File: config.mk
export PLATFORM = sky130hd
export DESIGN_NAME = dvs_fifo_bus_arbiter
export DESIGN_NICKNAME = d
export VERILOG_FILES = /design/src/rtl/dvs_ravens_pkg.sv /design/src/rtl/dvs_rr_pick.sv /design/src/rtl/dvs_fifo_bus_arbiter.sv
export SDC_FILE = /design/constraint.sdc
export NUM_CORES = 1
export LEC_CHECK = 0
export ABC_AREA = 1
export CORE_MARGIN = 2
export CORE_UTILIZATION = 34
export DETAILED_ROUTE_END_ITERATION = 8
export GPL_TIMING_DRIVEN = 0
export MAX_ROUTING_LAYER = met4
export PLACE_DENSITY = 0.64
export REMOVE_ABC_BUFFERS = 1
export SYNTH_ARGS = -nofsm -noshare
export SYNTH_HDL_FRONTEND = slang
export SYNTH_HIERARCHICAL = 1
export SYNTH_SLANG_ARGS = --single-unit
File: constraint.sdc
create_clock -name clk -period 4.1 [get_ports clk]
set_input_delay 1.23 -clock clk [delete_from_list [all_inputs] [get_ports clk]]
set_output_delay 1.23 -clock clk [all_outputs]
set_load 0.03 [all_outputs]
File: src/rtl/dvs_ravens_pkg.sv
// Shared constants and helpers for the DVS event path: event width, FIFO geometry
// and the request-index width helper used by the FIFO write-bus arbiter.
package dvs_ravens_pkg;

  localparam int unsigned EVENT_BITS     = 24;
  localparam int unsigned NUM_FIFO_REQ   = 4;
  localparam int unsigned FIFO_DEPTH     = 128;
  localparam int unsigned FIFO_FREE_BITS = $clog2(FIFO_DEPTH) + 1;

  typedef logic [EVENT_BITS-1:0] event_t;

  // Index width for n requesters; a single requester still needs one bit.
  function automatic int unsigned idx_bits(input int unsigned n);
    return (n > 1) ? $clog2(n) : 1;
  endfunction

endpackage

File: src/rtl/dvs_rr_pick.sv
// Combinational round-robin search: first eligible requester after ptr, wrapping,
// reported as one-hot, as an index, and with a valid flag.
module dvs_rr_pick #(
  parameter int unsigned NUM_REQ  = dvs_ravens_pkg::NUM_FIFO_REQ,
  parameter int unsigned IDX_BITS = dvs_ravens_pkg::idx_bits(NUM_REQ)
) (
  input  logic [NUM_REQ-1:0]  eligible,
  input  logic [IDX_BITS-1:0] ptr,
  output logic [NUM_REQ-1:0]  onehot,
  output logic [IDX_BITS-1:0] idx,
  output logic                valid
);

  import dvs_ravens_pkg::*;

  // Offsets 1..NUM_REQ visit ptr+1 first and ptr itself last.
  always_comb begin
    logic [IDX_BITS-1:0] cand;
    onehot = '0;
    idx    = '0;
    valid  = 1'b0;
    cand   = '0;
    for (int unsigned k = 1; k <= NUM_REQ; k++) begin
      cand = IDX_BITS'((32'(ptr) + k) % NUM_REQ);
      if (!valid && eligible[cand]) begin
        valid        = 1'b1;
        idx          = cand;
        onehot[cand] = 1'b1;
      end
    end
  end

endmodule

File: src/rtl/dvs_fifo_bus_arbiter.sv
// Round-robin arbiter for the shared event-FIFO write bus: one-hot grant pulses,
// credit check against FIFO free space, registered write mux, counter and error flag.
module dvs_fifo_bus_arbiter #(
  parameter int unsigned NUM_REQ    = dvs_ravens_pkg::NUM_FIFO_REQ,
  parameter int unsigned EVENT_BITS = dvs_ravens_pkg::EVENT_BITS,
  parameter int unsigned FREE_BITS  = dvs_ravens_pkg::FIFO_FREE_BITS
) (
  input  logic                          clk,
  input  logic                          rst,
  input  logic                          enable,
  input  logic [NUM_REQ-1:0]            req,
  output logic [NUM_REQ-1:0]            grant,
  input  logic [NUM_REQ-1:0]            req_wr_en,
  input  logic [NUM_REQ*EVENT_BITS-1:0] req_event,
  input  logic [FREE_BITS-1:0]          fifo_free,
  output logic                          fifo_wr_en,
  output logic [EVENT_BITS-1:0]         fifo_wdata,
  output logic [31:0]                   write_count,
  output logic                          proto_err
);

  import dvs_ravens_pkg::*;

  localparam int unsigned IDX_BITS = idx_bits(NUM_REQ);

  logic [IDX_BITS-1:0]   ptr;
  logic [NUM_REQ-1:0]    grant_d;

  logic [NUM_REQ-1:0]    eligible_c;
  logic [NUM_REQ-1:0]    pick_onehot_c;
  logic [IDX_BITS-1:0]   pick_idx_c;
  logic                  pick_valid_c;
  logic [1:0]            pending_c;
  logic                  credit_ok_c;
  logic [NUM_REQ-1:0]    wr_hit_c;
  logic [EVENT_BITS-1:0] wr_data_c;
  logic                  multi_wr_c;
  logic                  stray_wr_c;
  logic                  grant_ok_c;

  // A requester keeps req high through its grant cycle, so mask it for that cycle.
  assign eligible_c = req & ~grant;

  // Writes already committed but not yet visible in fifo_free.
  assign pending_c   = 2'(|grant) + 2'(|req_wr_en) + 2'(fifo_wr_en);
  assign credit_ok_c = (fifo_free > FREE_BITS'(pending_c));
  assign grant_ok_c  = enable && pick_valid_c && credit_ok_c;

  dvs_rr_pick #(
    .NUM_REQ  (NUM_REQ),
    .IDX_BITS (IDX_BITS)
  ) u_pick (
    .eligible (eligible_c),
    .ptr      (ptr),
    .onehot   (pick_onehot_c),
    .idx      (pick_idx_c),
    .valid    (pick_valid_c)
  );

  // Only writes matching last cycle's grant are accepted; anything else is dropped.
  assign wr_hit_c   = req_wr_en & grant_d;
  assign multi_wr_c = ($countones(req_wr_en) > 1);
  assign stray_wr_c = |(req_wr_en & ~grant_d);

  always_comb begin
    wr_data_c = '0;
    for (int unsigned i = 0; i < NUM_REQ; i++) begin
      if (wr_hit_c[i]) begin
        wr_data_c = wr_data_c | req_event[i*EVENT_BITS +: EVENT_BITS];
      end
    end
  end

  always_ff @(posedge clk) begin
    if (rst) begin
      grant       <= '0;
      ptr         <= IDX_BITS'(NUM_REQ - 1);
      grant_d     <= '0;
      fifo_wr_en  <= 1'b0;
      fifo_wdata  <= '0;
      write_count <= '0;
      proto_err   <= 1'b0;
    end else begin
      if (grant_ok_c) begin
        grant <= pick_onehot_c;
        ptr   <= pick_idx_c;
      end else begin
        grant <= '0;
      end

      grant_d    <= grant;
      fifo_wr_en <= |wr_hit_c;
      if (|wr_hit_c) begin
        fifo_wdata <= wr_data_c;
      end

      if (fifo_wr_en && (write_count != 32'hFFFF_FFFF)) begin
        write_count <= write_count + 32'd1;
      end

      if (multi_wr_c || stray_wr_c) begin
        proto_err <= 1'b1;
      end
    end
  end

endmodule

==> impl_metrics.yaml, run 1 <==
clocking:
  cts_resized: 0
  cts.sinks: 68
  cts_max_path_buffers: 2
  post_cts_buffers: 0
  numCtsBuffers: 9
  cts_tree: "done"
  clkSlewWorstSetupHoldPaths_ps: 50
  cts_hold_buf: 0
  clkLatencyLatePin_ps: 330
  clock-root-buffer: "clkbuf_16"
  h-tree-depth: 3
layout:
  antenna_cells: 0
  drive_gt1_share_pct: 9.81
  nFillCells: 1297
  areaGrowthSynthToFinish_pct: 46.9
  fin_util_pct: 51.1
  finalNetCount: 952
  layout.cells.non_filler: 1002
placement:
  dpl.cell_count: 988
  hpwl_um: 10900
  pre_cts_slack_ps: 394
  portBuffers: 176
  gp_congestion: 0.886
routing:
  drc: 0
  first_pass_iters: 5
  via_per_inst: 4.89
  wire_per_inst_um: 14.2
  via_count: 4897
  drt-initial-drc-count: 308
  antenna_left: 0
  drt_wl_total_um: 14200
yosys:
  yosysSeqAreaShare_pct: 29.7
  ys.flop_type: "dfxtp_1"
  synth_cell_types: 36
  synth-edff-count: 0
  synth_area_per_cell_um2: 6.95
  netlist_area_um2: 4590
  yosys_warnings: 6
  syn-instance-count: 660
  synthArstFlopShare_pct: 0
  synth_seq_cells: 68
timing:
  setup_viol: 0
  finClkSkew_ps: 4.10
  fin_ws_ps: 731
  final_max_slew_viol_count: 0
  post-route-min-period_ps: 3370
  rsz0062_at_grt: "no"
  period_share_pct: 82.2
  fmax_ghz: 0.297
  max-slew-margin-rel_pct: 15.0
  worst_slew_pin_slew_ps: 1270
  hold_viol: 0
pwr:
  power_per_cell_area_nw_per_um2: 395
  vdd_drop_max_mv: 0.254
  p_leak_uw: 0.00247
global_routing:
  grt_pass1_vias: 4712
  grt_overflow: 0
  grt_use_total_pct: 20.3
  grt_first_pass_wirelength_um: 23100
  grt_max_degree: 36
  antenna_found_initial: 0
worst_setup_path:
  path_max_fanout: 6
  cp.arrival_ps: 3630
  critPathKind: "input port to flop"
  cp-end-kind: "flop"
  rrSetupSlack_ps: 1590
  cp-start-kind: "input port"
  cp.required_ps: 4360
outcome:
  status: "finished clean"
die:
  row_count: 42
  dieWidth_um: 120
  die_height_um: 120
  start_util_pct: 34.8
  die_area_um2: 14400
  io_pins: 177
  core_area_um2: 13200
flow_run:
  cap_violations: 0
worst_hold_path:
  hp-class: "flop to flop"
-- state kept, by name (all words and copies together) (netlist names) --
name and flops:
ptr 2, proto_err 1, grant 4, fifo_wr_en 1, grant_d 4, fifo_wdata 24, write_count 32
-- cells by family after synthesis --
| group | after synthesis | share of synthesized area (%) |
|---|---|---|
| AND/OR/NAND/NOR | 369 | 36.9 |
| flip-flops | 68 | 29.7 |
| adder cells (fa/ha/maj) | 14 | 4.15 |
| AO/OA/AOI/OAI | 116 | 18.6 |
| buffers and inverters | 78 | 7.80 |
| XOR/XNOR | 15 | 2.86 |
-- cell type report --
class | count | area (um2) | share of cell area [%]
tap | 176 | 220 | 3.27
inverter | 53 | 206 | 3.06
clock buffer | 12 | 246 | 3.66
clock inverter | 2 | 60.1 | 0.891
sequential | 68 | 1360 | 20.2
multi-input combinational | 514 | 2870 | 42.5
timing repair buffer | 177 | 1780 | 26.4
-- routing by layer --
layer	GRT usage [%]	vias up	share of wire, %
met5	-	-	0
met4	6.91	0	1.9
met3	3.80	21	6.2
met2	34.5	164	48
met1	24.1	2206	44
li1	-	2506	-
-- metrics by stage --
step	power (uW)	hold WS [ps]	area, um2	TNS (ps)
detailed placement	1850	452	6430	0
floorplan	1480	552	4430	0
CTS	2680	461	6740	0
finish	2660	457	6740	0
global placement	1830	448	6420	-9460
global route	2830	475	6740	0
-- placed cells by master (no fill, tap or decap), types with 4 or more instances in the layout --
cell type / count
nor3b_1: 4
nand2_4: 6
nand2_2: 19
dfxtp_1: 68
nand2_1: 169
inv_1: 43
a21oi_1: 36
ha_1: 12
nor3_1: 4
clkbuf_16: 9
o21ai_0: 5
a21oi_2: 20
clkdlybuf4s50_1: 175
nand3_1: 37
a21boi_0: 4
nand4_1: 17
xnor2_1: 4
xor2_1: 11
a22o_1: 48
nor2_1: 99
inv_2: 8
nor2_4: 7
-- synthesized netlist by cell type (all sizes together), types with 4 or more instances --
cell type / n / area [um2]
ha: 12 / 150
nor3: 4 / 20.0
nor3b: 4 / 30.0
clkbuf: 16 / 60.1
o21ai: 5 / 25.0
buf: 9 / 91.3
a21boi: 4 / 30.0
a22o: 48 / 420
a21oi: 56 / 355
nand4: 17 / 106
xor2: 11 / 96.3
nand2: 194 / 821
nor2: 108 / 463
nand3: 39 / 220
inv: 52 / 203
dfxtp: 68 / 1360
xnor2: 4 / 35.0
-- where the power goes --
| part | switching, uW | internal (uW) | total, uW | leakage [uW] |
|---|---|---|---|---|
| clock network | 273 | 542 | 815 | 0.000149 |
| registers | 71.8 | 723 | 795 | 0.000550 |
| logic | 618 | 433 | 1050 | 0.00177 |
-- final timing paths --
check / to / cells past startpoint / start
worst max register to register: ptr[0] / 10 / ptr[0]
worst min-delay path: fifo_wdata[18] / 2 / fifo_wdata[18]
worst min register to register: fifo_wdata[18] / 2 / fifo_wdata[18]
worst max-delay path: ptr[0] / 14 / req_wr_en[1]
-- critical path, stage by stage --
cell and delay (ps):
clkdlybuf4s50_1 440, inv_1 130, ha_1 160, nand3_1 100, fa_1 370, inv_1 60
ha_1 230, inv_1 60, nor2_1 30, o21ai_0 230, nand4_1 190, nand3_1 230
nand2_1 80, nand3_1 80
Power figures use the tool's default switching activity.
==> run 2: changes to the inputs <==
==> constraint.sdc (replaced) <==
create_clock -name clk -period 3.4 [get_ports clk]
set_input_delay 1.02 -clock clk [delete_from_list [all_inputs] [get_ports clk]]
set_output_delay 1.02 -clock clk [all_outputs]
set_load 0.03 [all_outputs]
==> impl_metrics.yaml, run 2 (synthesis gave the netlist of run 1 again) <==
layout:
  largest_reg_flops: 32
  mostFrequentLayoutCell: "clkdlybuf4s50_1"
  regMostFlops: "write_count"
  areaGrowthSynthToFinish_pct: 47.0
  layout.cells.non_filler: 1002
  final_cell_mix: "clkdlybuf4s50_1 (175), nand2_1 (169), nor2_1 (99), dfxtp_1 (68), a22o_1 (48)"
  regArea_um2: 1360
  nFillCells: 1295
  antenna_cells: 0
  drive_gt1_share_pct: 9.93
  multi_input_area_um2: 2870
  stdcell_area_um2: 6740
  finalNetCount: 952
  reg_top3: "write_count x32, fifo_wdata x24"
timing:
  period_share_pct: 90.3
  hold_viol: 0
  finClkSkew_ps: 3.47
  final_max_slew_viol_count: 0
  max-slew-margin-rel_pct: 15.7
  worst_slew_pin_slew_ps: 1260
  fmax_ghz: 0.326
  whs_ps: 457
  setup_viol: 0
  post-route-min-period_ps: 3070
  rsz0062_at_grt: "no"
worst_setup_path:
  path_max_fanout: 6
  crit_top_cell: "inv_1"
  cp.required_ps: 3660
  cp-end-kind: "flop"
  cp_top_family: "adder cells"
  cp-start-kind: "input port"
  worst_path_max_delay_cell: "clkdlybuf4s50_1"
  rrSetupSlack_ps: 960
  r2r_cells: 10
  crit_start: "req_wr_en[1]"
  path_depth: 14
  setup.worst_path.end: "ptr[0]"
  cp.arrival_ps: 3330
  rr_endpoint: "ptr[0]"
  critPathBufInv: 4
  cp_cell_sequence: "clkdlybuf4s50_1, inv_1, ha_1, nand3_1, fa_1, inv_1, ha_1, inv_1, nor2_1, o21ai_0, nand4_1, nand3_2, nand2_1, nand3_1"
  max_stage_delay_ps: 440
  critPathKind: "input port to flop"
  r2r_start: "ptr[0]"
pwr:
  p_int_uw: 2050
  p_seq_share_pct: 29.9
  pwr-share-comb_pct: 39.5
  p_clk_share_pct: 30.7
  p_leak_uw: 0.00247
  vdd_drop_max_mv: 0.303
  switchingPower_uw: 1160
  power_per_cell_area_nw_per_um2: 475
  power_uw: 3210
  switching_share_pct: 36.1
routing:
  drt-initial-drc-count: 284
  drt_wl_total_um: 14200
  drc: 0
  first_pass_iters: 4
  via_per_inst: 4.89
  wire_per_inst_um: 14.2
  via_count: 4898
  antenna_left: 0
clocking:
  clkLatencyLatePin_ps: 330
  h-tree-depth: 3
  clkSlewWorstSetupHoldPaths_ps: 50
  numCtsBuffers: 9
  clock-root-buffer: "clkbuf_16"
  cts.sinks: 68
  cts_tree: "done"
  cts_max_path_buffers: 2
  post_cts_buffers: 0
die:
  row_count: 42
  die_area_um2: 14400
  dieWidth_um: 120
  start_util_pct: 34.8
  io_pins: 177
  core_area_um2: 13200
  die_height_um: 120
global_routing:
  gr-usage-met1_pct: 24.1
  grt_overflow: 0
  antenna_found_initial: 0
  grt_first_pass_wirelength_um: 23100
  grt_max_degree: 36
  busiest_layer: "met2"
  met2_usage_pct: 34.5
  grt_use_total_pct: 20.3
  grt_pass1_vias: 4712
  met3_usage_pct: 3.80
placement:
  gp_congestion: 0.886
  dpl.cell_count: 988
  place_area_um2: 6430
  portBuffers: 176
  hpwl_um: 10900
flow_run:
  cap_violations: 0
worst_hold_path:
  hp-class: "flop to flop"
outcome:
  status: "finished clean"
run 2: cell type report:
| type | instances | share of cell area [%] |
|---|---|---|
| Sequential cell | 68 | 20.2 |
| Timing Repair Buffer | 177 | 26.3 |
| Clock inverter | 2 | 0.891 |
| Multi-Input combinational cell | 514 | 42.6 |
| Tap cell | 176 | 3.27 |
| Clock buffer | 12 | 3.66 |
| Inverter | 53 | 3.06 |
run 2: tightest hold or removal path, stage by stage, from the launching register on:
cell,delay [ps]
dfxtp_1,300
nand2_1,60
a21oi_1,50
run 2: stage by stage:
stage	util, %	setup slack [ps]	setup TNS, ps
floorplan	-	719	0
detailed placement	48.8	-95.6	-434
global route	51.1	43.6	0
finish	51.1	329	0
CTS	51.1	242	0
global placement	48.6	-1480	-26940
run 2: worst min path at each step:
stage | startpoint | end | slack, ps | cells after the start
3_5_place_dp | fifo_wdata[18] | fifo_wdata[18] | 450 | 2
4_1_cts | fifo_wdata[18] | fifo_wdata[18] | 460 | 2
5_1_grt | fifo_wdata[16] | fifo_wdata[16] | 480 | 2
2_1_floorplan | grant_d[1] | proto_err | 550 | 3
3_3_place_gp | fifo_wdata[8] | fifo_wdata[8] | 450 | 2
6_report | fifo_wdata[18] | fifo_wdata[18] | 460 | 2
run 2: what timing repair did:
action	in CTS	in global routing
endpoints found under the setup margin	0	2
endpoints found under the hold margin	0	0
hold buffers	0	0
resized for setup	0	1
run 2: power by group through the flow:
stage	clock (uW)	sequential (uW)	combinational [uW]
floorplan	0	1070	716
global placement	0	972	1240
detailed placement	0	975	1260
CTS	1010	959	1260
global route	1050	970	1390
finish	983	958	1270
run 2: metal layers:
layer | share of wire [%] | routed length [um]
met2 | 48 | 6860
met3 | 6.0 | 848
met4 | 1.9 | 265
met1 | 44 | 6240
met5 | 0 | 0
